[src/rtl/sr_ff_bank_sequencer.sv]
// Round-robin sequencer that shares a bank of master-slave SR flip-flops.
// Drives one s/r pulse, releases to 0/0, then reads q back and acks.
module sr_ff_bank_sequencer #(
    parameter int NUM_FF   = 8,
    parameter int NUM_REQ  = 4,
    parameter int HOLD_CYC = 2,
    parameter int IW       = $clog2(NUM_FF)
) (
    input  logic                   clk,
    input  logic                   rst_n,
    input  logic [NUM_REQ-1:0]     req_valid,
    input  logic [2*NUM_REQ-1:0]   req_op,
    input  logic [IW*NUM_REQ-1:0]  req_idx,
    output logic [NUM_REQ-1:0]     req_ack,
    output logic [NUM_FF-1:0]      ff_s,
    output logic [NUM_FF-1:0]      ff_r,
    input  logic [NUM_FF-1:0]      ff_q,
    output logic                   busy,
    output logic                   err_idx,
    output logic                   err_mismatch
);

    localparam int GW = $clog2(NUM_REQ);
    localparam int CW = $clog2(HOLD_CYC + 1);
    localparam logic [IW:0] P_LIM = (IW + 1)'(NUM_FF);

    typedef enum logic [1:0] {
        IDLE,
        DRIVE,
        RELEASE,
        CHECK
    } state_t;

    state_t              r_state;
    logic [GW-1:0]       r_ptr;
    logic [GW-1:0]       r_gnt;
    logic [IW-1:0]       r_idx;
    logic                r_exp;
    logic [CW-1:0]       r_cnt;
    logic [NUM_REQ-1:0]  r_ack;
    logic [NUM_FF-1:0]   r_s;
    logic [NUM_FF-1:0]   r_r;
    logic                r_err_idx;
    logic                r_err_mm;

    logic                w_any;
    logic [GW-1:0]       w_gnt;
    logic [1:0]          w_op;
    logic [IW-1:0]       w_idx;
    logic                w_bad;
    logic                w_drv;
    logic                w_exp;
    logic                w_q_new;
    logic                w_q_cur;
    logic [NUM_FF-1:0]   w_hot;

    // First valid requester at or above the pointer, wrapping around.
    always_comb begin
        w_any = 1'b0;
        w_gnt = '0;
        for (int i = 0; i < NUM_REQ; i++) begin
            if (!w_any && req_valid[(int'(r_ptr) + i) % NUM_REQ]) begin
                w_any = 1'b1;
                w_gnt = GW'((int'(r_ptr) + i) % NUM_REQ);
            end
        end
    end

    assign w_op  = req_op[2*int'(w_gnt) +: 2];
    assign w_idx = req_idx[IW*int'(w_gnt) +: IW];
    assign w_bad = ({1'b0, w_idx} >= P_LIM);
    assign w_drv = !w_bad && (w_op != 2'b11);
    assign w_hot = {{(NUM_FF-1){1'b0}}, 1'b1} << w_idx;

    always_comb begin
        w_q_new = 1'b0;
        w_q_cur = 1'b0;
        for (int i = 0; i < NUM_FF; i++) begin
            if (w_idx == IW'(i)) w_q_new = ff_q[i];
            if (r_idx == IW'(i)) w_q_cur = ff_q[i];
        end
    end

    always_comb begin
        case (w_op)
            2'b00:   w_exp = 1'b1;
            2'b10:   w_exp = ~w_q_new;
            default: w_exp = 1'b0;
        endcase
    end

    always_ff @(posedge clk or negedge rst_n) begin
        if (!rst_n) begin
            r_state   <= IDLE;
            r_ptr     <= '0;
            r_gnt     <= '0;
            r_idx     <= '0;
            r_exp     <= 1'b0;
            r_cnt     <= '0;
            r_ack     <= '0;
            r_s       <= '0;
            r_r       <= '0;
            r_err_idx <= 1'b0;
            r_err_mm  <= 1'b0;
        end else begin
            r_ack     <= '0;
            r_err_idx <= 1'b0;
            case (r_state)
                IDLE: begin
                    if (w_any) begin
                        r_gnt <= w_gnt;
                        r_idx <= w_idx;
                        r_exp <= w_exp;
                        if (w_drv) begin
                            r_state <= DRIVE;
                            r_cnt   <= CW'(HOLD_CYC - 1);
                            if (w_exp) r_s <= w_hot;
                            else       r_r <= w_hot;
                        end else begin
                            r_state   <= CHECK;
                            r_ack     <= {{(NUM_REQ-1){1'b0}}, 1'b1} << w_gnt;
                            r_err_idx <= w_bad;
                        end
                    end
                end
                DRIVE: begin
                    if (r_cnt == '0) begin
                        r_s     <= '0;
                        r_r     <= '0;
                        r_state <= RELEASE;
                    end else begin
                        r_cnt <= r_cnt - 1'b1;
                    end
                end
                RELEASE: begin
                    // q is settled after the pulse; flag lands with the ack.
                    r_state <= CHECK;
                    r_ack   <= {{(NUM_REQ-1){1'b0}}, 1'b1} << r_gnt;
                    if (w_q_cur != r_exp) r_err_mm <= 1'b1;
                end
                default: begin
                    r_state <= IDLE;
                    r_ptr   <= (r_gnt == GW'(NUM_REQ - 1)) ? '0 : r_gnt + 1'b1;
                end
            endcase
        end
    end

    assign req_ack      = r_ack;
    assign ff_s         = r_s;
    assign ff_r         = r_r;
    assign busy         = (r_state != IDLE);
    assign err_idx      = r_err_idx;
    assign err_mismatch = r_err_mm;

endmodule
[config.mk]
export PLATFORM = sky130hd
export DESIGN_NAME = sr_ff_bank_sequencer
export DESIGN_NICKNAME = d
export VERILOG_FILES = /design/src/rtl/sr_ff_bank_sequencer.sv
export SDC_FILE = /design/constraint.sdc
export NUM_CORES = 1
export LEC_CHECK = 0
export BUFFER_PORTS_ARGS = -buffer_cell sky130_fd_sc_hd__buf_2
export CORE_ASPECT_RATIO = 0.7
export CORE_MARGIN = 1.5
export CORE_UTILIZATION = 45
export CTS_CLUSTER_DIAMETER = 200
export DETAILED_ROUTE_END_ITERATION = 10
export PLACE_DENSITY_LB_ADDON = 0.25
export SLEW_MARGIN = 40
export SYNTH_ARGS = -nofsm -noshare
export SYNTH_HDL_FRONTEND = slang
export SYNTH_SLANG_ARGS = --single-unit
[constraint.sdc]
create_clock -name clk -period 3.75 [get_ports clk]
set_input_delay 0 -clock clk [delete_from_list [all_inputs] [get_ports clk]]
set_output_delay 0 -clock clk [all_outputs]
set_load 0.01 [all_outputs]
==> metrics <==
worst reg2reg endpoint=ff_s[1]$_DFFE_PN0P_; number of antenna repair diodes=0; number of synthesized flops with an enable pin=0; ys flop type=dfrtp_1; asr flop ratio synth=1.00; Die W=86.1 um; class of the most critical hold timing path=in -> reg; mean routed wirelength per cell=15.1 um; P_leak=1.25 nW; Layout fillers=392; Worst Tran Pin Value=0.707 ns; Maximum Capacitance Violations=0; overall die area=5260 sq um; Setup Fix Bufs, Post-CTS=0; floorplan row count=20; Boundary Pins=57; area inside the core boundary=4480 sq um; number of buffers inserted during clock tree synthesis=5; Buffers on Ports=55; cell chain of the critical path=mux2i_1 > o221ai_4 > mux2i_1 > mux2i_2 > mux2_2 > a41o_1 > nor4_1 > o21bai_2 > a32o_1; ratio of total power to cell area=802 nW/um^2; number of global-route vias before repair=1,724; Tcrit/Tclk final=0.896; outcome=complete, no violations; type of destination of the critical path=flop; clock tree from TritonCTS=done; DRT antenna net count=0; height of the chip=61.1 um; dominant cells by area after synthesis=dfrtp_1 (38%), mux2i_1 (10%), ha_1 (5.2%); Critical Path Source Type=flop; Mapped Nets=247; DPL Wire Length=3760 um; Final Power=2.07 mW; synthesized flop and latch total=33; TritonRoute pass-1 iters=4; placer congestion estimate=0.830; master of the slowest instance on the critical path=o221ai_4; initial standard-cell utilization of the core=0.485; Max Slew Vio Count=0; count of H-tree levels built during CTS=2; Max Buffers Root-to-Sink=2; total wirelength of the detailed-routed design=4790 um; total via count after detailed routing=1,755; warning count from the yosys run=0; library cell used as clock root buffer=clkbuf_8; Congestion Overflow GR=0; total routing resource utilization after global routing=0.211; Top cell by count, worst path=mux2i_1; count of instances resized after the clock tree is built=0; Skew-Pair Late Insertion Delay=0.29 ns; highest fanout seen on the critical path=16; DRC errors left=0; vias per cell=5.52; count of unique library cells instantiated by Yosys=50; minimum period implied by the final worst setup slack=3.36 ns; sequential cell area fraction in the yosys report=0.380; most area-hungry cell type in the Yosys netlist=dfrtp_1; delay of the slowest critical-path stage=0.56 ns; wire length of the first global-routing pass=8400 um; area fraction of the dominant cell type after synthesis=0.380; number of DRC markers in iteration 0=95; final worst hold slack=0.177 ns; post-synthesis to final-layout area growth=18.6%; # clock sinks=33; Reg-to-Reg Start=r_ptr[1]$_DFFE_PN0P_; worst setup skew after layout=0.00359 ns; Achievable Freq=298 MHz; synthesized area per cell=10.7 sq um; destination of the worst hold path=r_gnt[0]$_DFFE_PN0P_; ratio of cells with drive above 1 in the final layout=0.323; Crit path required time=3.93 ns; signal arrival time at the worst endpoint=3.54 ns; number of cells traversed by the worst hold path=3; post-layout net count=305; number of antenna violations at the first check in global routing=0; Synth Instances=204; post-synthesis instance area=2170 sq um; remaining max-slew budget at the tightest pin=0.529; maximum number of pins on one net before global-route repair=34; Clock Pin Slew Worst Setup and Hold Paths=0.07 ns; endpoints failing setup=0; RSZ-0062 raised after global routing=no; sum of negative setup slack=0 ns; Worst Min Path Start=req_valid[3]; classification of the worst setup path=reg -> reg; hold violation total from the final report=0; worst-case vdd ir drop=0.000373 V; count of cells along the worst register-to-register path=9; setup slack on the worst flop-to-flop path=0.39 ns; count of hold-fix buffers inserted at cts=1
-- Yosys cell counts (3+ instances only) --
cell type,n
ha_1,9
a32o_1,8
mux2i_1,22
nor2_1,14
inv_1,13
mux2_2,7
nand2_1,15
o31ai_1,4
buf_6,3
a22o_1,3
nand3_1,3
o2bb2ai_1,8
o21ai_0,12
nand2b_1,6
dfrtp_1,33
nor4_1,3
a21oi_1,5
-- placed cells by master, fill, tap and decap left out, drive strengths merged, types with 3 or more instances in the layout --
cell type  netlist  layout
buf              4      56
dfrtp           33      33
mux2i           24      24
nand2           15      15
nor2            15      15
inv             13      13
o21ai           12      12
ha               9       9
o2bb2ai          8       8
a32o             8       8
mux2             7       7
clkbuf           2       7
nand2b           6       6
a21oi            5       5
o31ai            4       4
nand3            3       3
nor4             3       3
a22o             3       3
-- report_power, final --
group | internal (mW) | total (mW) | switching (mW)
Clock | 0.166 | 0.298 | 0.133
Combinational | 0.487 | 1.14 | 0.651
Sequential | 0.516 | 0.631 | 0.116
-- per-stage QoR --
stage           util  area (sq um)  setup WS (ns)  std cells
2_1_floorplan      -          2170          0.738        204
3_3_place_gp   0.551          2470          0.453        309
3_5_place_dp   0.551          2470          0.406        309
4_1_cts        0.575          2580          0.391        318
5_1_grt        0.575          2580         0.0908        318
6_report       0.575          2580          0.391        318
-- how the worst max path moves through the flow --
stage               slack (ns)            startpoint                   to
floorplan                 0.74  r_ptr[1]$_DFFE_PN0P_  ff_r[0]$_DFFE_PN0P_
global placement          0.45  r_ptr[1]$_DFFE_PN0P_  ff_r[5]$_DFFE_PN0P_
detailed placement        0.41  r_ptr[1]$_DFFE_PN0P_  ff_s[2]$_DFFE_PN0P_
CTS                       0.39  r_ptr[1]$_DFFE_PN0P_  ff_s[1]$_DFFE_PN0P_
global route              0.09  r_ptr[1]$_DFFE_PN0P_  ff_s[4]$_DFFE_PN0P_
finish                    0.39  r_ptr[1]$_DFFE_PN0P_  ff_s[1]$_DFFE_PN0P_
-- critical path, delay by kind of cell (launching register included) --
kind | cells | cell delay [ns]
compound gates | 4 | 1.25
flops | 1 | 0.43
mux | 4 | 1.18
simple gates | 1 | 0.38
-- cell type report --
type	count	area [sq um]	share of cell area
flip-flops and latches	33	826	0.320
clock buffers	7	96.3	0.0374
multi-input cells	152	1240	0.481
clock inverters	1	5.00	0.00194
inverters	13	48.8	0.0189
well taps	55	68.8	0.0267
repair buffers	57	293	0.114
-- per-layer routing --
layer,track usage,share of wire
met3,0.0509,0.059
met2,0.319,0.42
met5,0,0
met1,0.301,0.51
met4,0.0714,0.0083
-- flip-flops by register name, summed over array words and instances (netlist names) --
signal        flops
err_mismatch      1
ff_r              8
ff_s              8
r_cnt             2
r_exp             1
r_gnt             2
r_idx             3
r_ptr             2
r_state           2
req_ack           4
-- cell families (layout without fill, tap and decap cells) --
| family | after synthesis | in the layout | synth area share |
|---|---|---|---|
| adders and majority gates | 9 | 9 | 0.0518 |
| DFF | 33 | 33 | 0.380 |
| and+or+nand+nor | 53 | 53 | 0.126 |
| xor gates and xnor gates | 1 | 1 | 0.00403 |
| buffers and inverters | 19 | 78 | 0.0495 |
| AOI/OAI and AO/OA | 55 | 55 | 0.216 |
| muxes | 33 | 33 | 0.171 |
| other | 1 | 1 | 0.00173 |
No activity file was read; power rests on OpenSTA's default activity.
